===== src/rtl/vscale_hasti_loader_pkg.sv =====
// vscale_hasti_loader_pkg
//   HASTI (AHB-Lite) encodings and widths used by the program loader, plus the
//   loader FSM state codes.
package vscale_hasti_loader_pkg;

    // HASTI bus widths
    localparam int HASTI_ADDR_WIDTH  = 32;
    localparam int HASTI_BUS_WIDTH   = 32;
    localparam int HASTI_SIZE_WIDTH  = 3;
    localparam int HASTI_BURST_WIDTH = 3;
    localparam int HASTI_PROT_WIDTH  = 4;
    localparam int HASTI_TRANS_WIDTH = 2;
    localparam int HASTI_RESP_WIDTH  = 1;

    // HASTI encodings
    localparam logic [HASTI_SIZE_WIDTH-1:0]  HASTI_SIZE_WORD      = 3'd2;
    localparam logic [HASTI_BURST_WIDTH-1:0] HASTI_BURST_SINGLE   = 3'd0;
    localparam logic [HASTI_PROT_WIDTH-1:0]  HASTI_NO_PROT        = 4'd0;
    localparam logic                         HASTI_MASTER_NO_LOCK = 1'b0;
    localparam logic [HASTI_TRANS_WIDTH-1:0] HASTI_TRANS_IDLE     = 2'd0;
    localparam logic [HASTI_TRANS_WIDTH-1:0] HASTI_TRANS_NONSEQ   = 2'd2;
    localparam logic [HASTI_RESP_WIDTH-1:0]  HASTI_RESP_ERROR     = 1'b1;

    // Loader FSM state codes
    localparam logic [2:0] LD_IDLE  = 3'd0;
    localparam logic [2:0] LD_LOAD  = 3'd1;
    localparam logic [2:0] LD_DRAIN = 3'd2;
    localparam logic [2:0] LD_DONE  = 3'd3;
    localparam logic [2:0] LD_ERR   = 3'd4;

endpackage


===== src/rtl/vscale_hasti_loader.sv =====
// vscale_hasti_loader
//   HASTI write-only initiator that copies a program image from a valid/ready
//   word stream into memory, holding the core in reset until the load finishes.
//   Single-beat NONSEQ transfers with pipelined address/data phases, one word
//   per cycle when the source and the bus both keep up.
// Ports
//   clk, reset            clock, synchronous active-high reset
//   start                 begin a load (ignored while busy)
//   base_addr, word_count load destination (word aligned) and length in words
//   in_valid/in_ready/in_data   word source handshake
//   haddr..hwdata         HASTI initiator outputs
//   hrdata, hready, hresp HASTI responder inputs (hrdata unused)
//   busy, done, error     status levels
//   core_reset            held high except after a successful load
module vscale_hasti_loader
    import vscale_hasti_loader_pkg::*;
#(
    parameter int COUNT_WIDTH = 16,
    parameter int ADDR_WIDTH  = HASTI_ADDR_WIDTH
) (
    input  logic                         clk,
    input  logic                         reset,
    input  logic                         start,
    input  logic [ADDR_WIDTH-1:0]        base_addr,
    input  logic [COUNT_WIDTH-1:0]       word_count,
    input  logic                         in_valid,
    input  logic [HASTI_BUS_WIDTH-1:0]   in_data,
    output logic                         in_ready,
    output logic [ADDR_WIDTH-1:0]        haddr,
    output logic                         hwrite,
    output logic [HASTI_SIZE_WIDTH-1:0]  hsize,
    output logic [HASTI_BURST_WIDTH-1:0] hburst,
    output logic                         hmastlock,
    output logic [HASTI_PROT_WIDTH-1:0]  hprot,
    output logic [HASTI_TRANS_WIDTH-1:0] htrans,
    output logic [HASTI_BUS_WIDTH-1:0]   hwdata,
    input  logic [HASTI_BUS_WIDTH-1:0]   hrdata,
    input  logic                         hready,
    input  logic [HASTI_RESP_WIDTH-1:0]  hresp,
    output logic                         busy,
    output logic                         done,
    output logic                         error,
    output logic                         core_reset
);

    logic [2:0]                 state;
    logic [ADDR_WIDTH-1:0]      base;
    logic [COUNT_WIDTH-1:0]     count;
    logic [COUNT_WIDTH-1:0]     issued;
    logic [COUNT_WIDTH-1:0]     completed;
    logic [COUNT_WIDTH-1:0]     completed_next;
    logic [HASTI_BUS_WIDTH-1:0] a_data;
    logic                       dvalid;
    logic                       launch;
    logic                       accept;
    logic                       bus_error;
    logic                       unused_hrdata;

    assign unused_hrdata = ^hrdata;

    // Fixed transfer attributes: single word writes, no lock, no protection.
    assign hsize     = HASTI_SIZE_WORD;
    assign hburst    = HASTI_BURST_SINGLE;
    assign hmastlock = HASTI_MASTER_NO_LOCK;
    assign hprot     = HASTI_NO_PROT;
    assign hwrite    = (htrans == HASTI_TRANS_NONSEQ);

    assign busy       = (state == LD_LOAD) || (state == LD_DRAIN);
    assign done       = (state == LD_DONE) || (state == LD_ERR);
    assign error      = (state == LD_ERR);
    assign core_reset = (state != LD_DONE);

    // in_ready deliberately ignores in_valid so the source may wait on it.
    assign in_ready = (state == LD_LOAD) && hready && (issued < count);
    assign accept   = in_valid && in_ready;
    assign launch   = start && !busy;

    // First cycle of a two-cycle ERROR response: data phase stalled with ERROR.
    // Later ERROR cycles land outside LOAD/DRAIN and are ignored.
    assign bus_error = busy && dvalid && !hready && (hresp == HASTI_RESP_ERROR);

    assign completed_next = completed + COUNT_WIDTH'(dvalid);

    // Control: state and the latched load descriptor.
    always_ff @(posedge clk) begin
        if (reset) begin
            state <= LD_IDLE;
            base  <= '0;
            count <= '0;
        end else if (launch) begin
            base  <= {base_addr[ADDR_WIDTH-1:2], 2'b00};
            count <= word_count;
            state <= (word_count == '0) ? LD_DONE : LD_LOAD;
        end else if (bus_error) begin
            state <= LD_ERR;
        end else begin
            case (state)
                LD_LOAD:  if (issued == count) state <= LD_DRAIN;
                // Leave DRAIN on the edge that retires the final data phase.
                LD_DRAIN: if (hready && dvalid && (completed_next == count)) state <= LD_DONE;
                default:  ;
            endcase
        end
    end

    // Bus pipeline: address phase {htrans, haddr, a_data} feeds data phase
    // {dvalid, hwdata}. Everything holds while hready is low so a NONSEQ is
    // only ever withdrawn by an ERROR response.
    always_ff @(posedge clk) begin
        if (reset) begin
            htrans    <= HASTI_TRANS_IDLE;
            haddr     <= '0;
            a_data    <= '0;
            dvalid    <= 1'b0;
            hwdata    <= '0;
            issued    <= '0;
            completed <= '0;
        end else if (launch) begin
            htrans    <= HASTI_TRANS_IDLE;
            dvalid    <= 1'b0;
            issued    <= '0;
            completed <= '0;
        end else if (bus_error) begin
            htrans <= HASTI_TRANS_IDLE;
        end else if (hready) begin
            dvalid    <= (htrans == HASTI_TRANS_NONSEQ);
            hwdata    <= a_data;
            completed <= completed_next;
            if (accept) begin
                htrans <= HASTI_TRANS_NONSEQ;
                // Address wraps naturally at ADDR_WIDTH.
                haddr  <= base + (ADDR_WIDTH'(issued) << 2);
                a_data <= in_data;
                issued <= issued + COUNT_WIDTH'(1);
            end else begin
                htrans <= HASTI_TRANS_IDLE;
            end
        end
    end

endmodule

===== config.mk =====
export PLATFORM = sky130hd
export DESIGN_NAME = vscale_hasti_loader
export DESIGN_NICKNAME = d
export VERILOG_FILES = /design/src/rtl/vscale_hasti_loader_pkg.sv /design/src/rtl/vscale_hasti_loader.sv
export SDC_FILE = /design/constraint.sdc
export NUM_CORES = 1
export LEC_CHECK = 0
export ABC_CLOCK_PERIOD_IN_PS = 3440
export CAP_MARGIN = 20
export CELL_PAD_IN_SITES_DETAIL_PLACEMENT = 1
export CELL_PAD_IN_SITES_GLOBAL_PLACEMENT = 2
export CORE_AREA = 2 2 229 141
export CTS_CLUSTER_DIAMETER = 60
export DETAILED_ROUTE_END_ITERATION = 6
export DIE_AREA = 0 0 231 143
export PLACE_DENSITY_LB_ADDON = 0.1
export SETUP_SLACK_MARGIN = 0.3
export SLEW_MARGIN = 25
export SYNTH_ARGS = -nofsm -noshare
export SYNTH_HDL_FRONTEND = slang
export SYNTH_SLANG_ARGS = --single-unit
export TNS_END_PERCENT = 1

===== constraint.sdc =====
create_clock -name clk -period 3.44 [get_ports clk]
set_input_delay 0.344 -clock clk [delete_from_list [all_inputs] [get_ports clk]]
set_output_delay 0.344 -clock clk [all_outputs]
set_load 0.03 [all_outputs]

Yosys cells after proc, flatten, opt, wreduce, memory -nomap -nowiden
Cells that the tools add are included.

cells by class
  reduce and logical (&&, ||, !) cells = 22
  muxes and demuxes = 7
  $add $sub $neg = 3
  bitwise operators = 2
  magnitude comparators = 1
  eq/ne operators = 10

operators by type and width
  kind                                                             number
  32-bit by 18-bit adder with 32-bit output                        1
  16-bit == test                                                   2
  16-bit by 1-bit adder with 16-bit output                         1
  16-bit by 1-bit adder with 16-bit output, second input constant  1
  16-bit logical NOT                                               1
  16-bit less-than comparator                                      1
  3-bit two-way mux                                                4
  1-bit logical AND                                                9
  3-bit AND reduction                                              3
  4-bit by 3-bit != test with 1-bit output, second input constant  2
  3-bit by 2-bit == test with 1-bit output, second input constant  2
  3-bit case mux with 2 select lines                               1
  2-bit two-way mux                                                2
  4-bit AND reduction                                              1
  4-bit nonzero test                                               1
  3-bit by 1-bit == test with 1-bit output, second input constant  1
  3-bit == test, second input constant                             1
  3-bit by 2-bit != test with 1-bit output, second input constant  1
  3-bit OR reduction                                               1
  2-bit == test, second input constant                             1
  1-bit logical NOT                                                2
  1-bit logical OR                                                 2
  1-bit NOT                                                        2
  2-bit AND reduction                                              1
  2-bit OR reduction                                               1

storage, ports and cells
  bits in registers = 180
  word-level logic and storage cells = 55
  input bits = 118
  output and inout bits = 83

Logic depth before layout (Yosys ltp)
  word-level depth = 7
  depth in mapped cells = 12
  mapped depth without buffers = 9

Worst setup path after synthesis
No wires, ideal clock.

  path type = reg-to-reg
  start = reg count[9]
  end = reg haddr[27]
  data required time = 3323 ps
  slack = 689 ps
  cell stages (with the launch flop) = 10
  clock period less this slack = 2751 ps
  library setup time = 117 ps
  data arrival time = 2634 ps
  buffers on the path = 1
  cell sequence = dfxtp_1 -> inv_1 -> ha_1 -> and4_1 -> a2111oi_2 -> o211ai_4 -> or3_1 -> buf_2 -> or4_1 -> o2111a_1

between the ends
  cells in the longest elaborated chain, start to end = 4

ends and longest elaborated chain
  item                                  line                        source
  from (decl)                           vscale_hasti_loader.sv:48   logic [COUNT_WIDTH-1:0] count;
  from (signal assigned)                vscale_hasti_loader.sv:92   count <= word_count;
  16-bit less-than comparator           vscale_hasti_loader.sv:74   assign in_ready = (state == LD_LOAD) && hready && (issued < count);
  1-bit logical AND                     vscale_hasti_loader.sv:74
  1-bit logical AND                     vscale_hasti_loader.sv:75   assign accept = in_valid && in_ready;
  4-bit AND reduction (no source line)  --
  to (signal assigned)                  vscale_hasti_loader.sv:132  haddr <= base + (ADDR_WIDTH'(issued) << 2);
  to (decl)                             vscale_hasti_loader.sv:29   output logic [ADDR_WIDTH-1:0] haddr,

Every way passes these cells.
A chain may end at the register's enable or synchronous reset.

Worst setup path after layout
  start = reg count[15]
  end = out in_ready

between the ends
  cells in the longest elaborated chain, start to end = 2

ends and longest elaborated chain
  item                         line                       source
  16-bit less-than comparator  vscale_hasti_loader.sv:74
  1-bit logical AND            vscale_hasti_loader.sv:74
  to (decl)                    vscale_hasti_loader.sv:28  output logic in_ready,

Every way passes these cells.

==> flow_metrics.tcl <==
set metrics [dict create \
    outcome "finished, final reports clean" \
    hold_viol 0 \
    fp.dieH_um 143 \
    placed_area_um2 10800 \
    n_antenna_cell 0 \
    setup_ws_ns 0.420 \
    crit_chain "inv_1 -> ha_1 -> nand3_1 -> or4_1 -> a21o_1 -> and3_1 -> clkdlybuf4s15_2" \
    worstMarginPinSlew_ns 0.715 \
    critPathArrivalTime_ns 2.68 \
    peakVddDrop_mv 0.349 \
    areaGrowthSynthToFinish_pct 28.9 \
    synthesis.area_um2 8830 \
    synth_common_cells "275 x nand2_1, 177 x dfxtp_1, 149 x a21oi_1" \
    root_buffer "clkbuf_16" \
    core.rowCount 50 \
    setup_tns_ns 0 \
    synth_cell_types 60 \
    syn_inst 1130 \
    grt_pass1_vias 8178 \
    synthSimpleGateAreaFrac_pct 25.4 \
    synth-async-reset-ratio_pct 0 \
    crit_family "simple AND/OR/NAND/NOR gates" \
    fin_crit_ns 3.02 \
    crit_required_ns 3.10 \
    io_pins 201 \
    place_ws_ns 0.259 \
    drive_above_1_share_pct 5.91 \
    synthMuxAreaShare_pct 0.113 \
    synth_xor_area_share_pct 4.07 \
    drc 0 \
    grt_max_degree 61 \
    final_cells 1685 \
    grt_usage_pct 18.6 \
    die_w_um 231 \
    clk_pin_slew_ns 0.07 \
    ctsLongestPathBuffers 2 \
    switchingPower_mw 1.96 \
    synth-seq-cells 177 \
    path_class "reg2out" \
    leakagePower_nw 4.09 \
    cts_htree_levels 4 \
    tritoncts "done" \
    finalPower_mw 5.66 \
    timing.final.crit_share_pct 87.8 \
    antenna_found_initial 0 \
    setup_viol 0 \
    nNetsFinal 1410 \
    ys.flop_type "dfxtp_1" \
    numCtsBuffers 17 \
    gp_congestion 0.794 \
    grt_overflow_total 0 \
    synth.area.top_cells "dfxtp_1 40%, nand2_1 12%, a21oi_1 8.4%, ha_1 5.0%, nor2_1 2.3%" \
    synth_fa_ha_area_share_pct 5.19 \
    viasPerCell 4.96 \
    wire_per_inst_um 17.8 \
    yosysWarnings 0 \
    synth_enable_flop_cells 0 \
    drt-total-wl_um 29900 \
    p_int_mw 3.70 \
    worstSetupStartpointType "register" \
    placed_cells 1653 \
    hold_ws_ns 0.430 \
    ant_nets 0 \
    synth.most_common_cell "nand2_1" \
    critPathSlowestCell "or4_1" \
    core_area_um2 30800 \
    grt_pass1_wl_um 47400 \
    hold_class "in2reg" \
    clock_skew_ns 0.00987 \
    rrSetupSlack_ns 0.51 \
    die_area_um2 33000 \
    crit_path_end_kind "output pin" \
    portBuffers 152 \
    cts.sink_count 177 \
    synth_top_family_by_area "simple AND/OR/NAND/NOR gates" \
    synth-seq-area-share_pct 40.1 \
    drv_cap 0 \
    start_util_pct 28.7 \
    pwr_density_cell_nw_per_um2 497 \
    post-route-cell-area_um2 11400 \
    clock_latency_ns 0.45 \
    dp_hpwl_um 21900 \
    switching_share_pct 34.6 \
    yosys.area.top_type "dfxtp_1" \
    cp_max_fo 3 \
    rsz0062_at_grt "yes" \
    fmax_mhz 331 \
    slew_headroom_pct 52.3 \
    drt_first_pass_iters 7 \
    syn_avg_cell_area_um2 7.82 \
    synth.top_cell.area_share_pct 40.1 \
    seqPwrFrac_pct 41.5 \
    synth_compound_area_share_pct 19.2 \
    slowest_delay_ns 0.56 \
    final_max_slew_viol_count 0 \
    num_vias 8352 \
    utilization_pct 37.0 \
    combPwrFrac_pct 22.8 \
    p_clk_share_pct 35.7 \
    cp_num_buf_inv 2 \
    drt_iter0_markers 374 \
]
-- cell families after synthesis --
| kind of cell | Yosys count |
|---|---|
| compound gates | 268 |
| xor+xnor | 41 |
| fa+ha+maj | 36 |
| buf+inv | 118 |
| flops | 177 |
| mux | 1 |
| other cells | 2 |
| simple gates | 487 |
-- timing repair --
item	4_1_cts	5_1_grt
buffers inserted	0	0
endpoints found under the setup margin	3	53
hold buffers	0	0
hold endpoints to repair	0	0
gates resized for setup	3	2
-- area by class of cell --
cell class / instances / area, µm²
fillers: 3702 / 19400
clock buffers: 17 / 425
clock inverters: 15 / 165
well taps: 416 / 520
repair buffers: 177 / 1730
multi-input cells: 847 / 4860
flip-flops and latches: 177 / 3540
inverters: 36 / 135
-- cells in the final DEF (no fill, tap or decap), types with 6 or more instances in the layout --
cell type,netlist,final
and3_1,8,8
nor4_1,10,10
or3_1,7,6
o21ai_0,19,18
nor3_1,19,19
o31ai_1,13,13
nand4_1,27,27
and4_1,12,12
clkdlybuf4s50_1,0,150
conb_1,2,14
nor2b_1,10,10
inv_6,0,7
xnor2_1,21,21
inv_1,36,36
buf_4,15,24
a31oi_1,6,6
nor2_1,54,53
a211oi_1,7,7
o211ai_1,10,10
or4_1,16,16
and2_1,6,6
a311oi_1,10,10
nand3_1,27,27
xor2_1,20,20
a21o_1,12,12
a21oi_1,149,148
nand2_1,275,275
clkbuf_16,0,17
ha_1,35,35
dfxtp_1,177,177
-- worst paths after layout --
check,start,endpoint,depth (start not counted)
worst max register to register,count[11],issued[5],8
worst min-delay path,base_addr[6],base[6],3
worst min register to register,a_data[26],hwdata[26],2
worst max-delay path,count[15],in_ready,7
-- flip-flops by register name, indices dropped and copies added (netlist names) --
register   flops
hwdata        32
state          3
a_data        32
issued        16
haddr         30
dvalid         1
completed     16
count         16
htrans         1
base          30
-- power groups by stage --
stage | clock (mW) | combinational (mW) | sequential, mW
after detailed placement | 0 | 1.31 | 2.40
after global placement | 0 | 1.29 | 2.39
after CTS | 2.09 | 1.31 | 2.35
after floorplan | 0 | 0.773 | 2.38
after global routing | 2.16 | 1.44 | 2.38
final | 2.02 | 1.29 | 2.35
-- worst register-to-register path: cells and delay by family, from the launching register on --
family | cells | cell delay, ns
adder cells (fa/ha/maj) | 1 | 0.36
AO/OA/AOI/OAI | 3 | 0.81
flip-flops | 1 | 0.38
AND/OR/NAND/NOR | 3 | 1.26
buffers and inverters | 1 | 0.06
-- per-layer routing --
metal  track usage [%]  up-vias  wire length (µm)
li1                  -     4187                 -
met1              28.1     4023             16300
met2              26.7      127             12300
met3              3.71       15              1050
met4              4.31        0               250
met5                 0        -                 0
No activity file was read; power rests on OpenSTA's default activity.
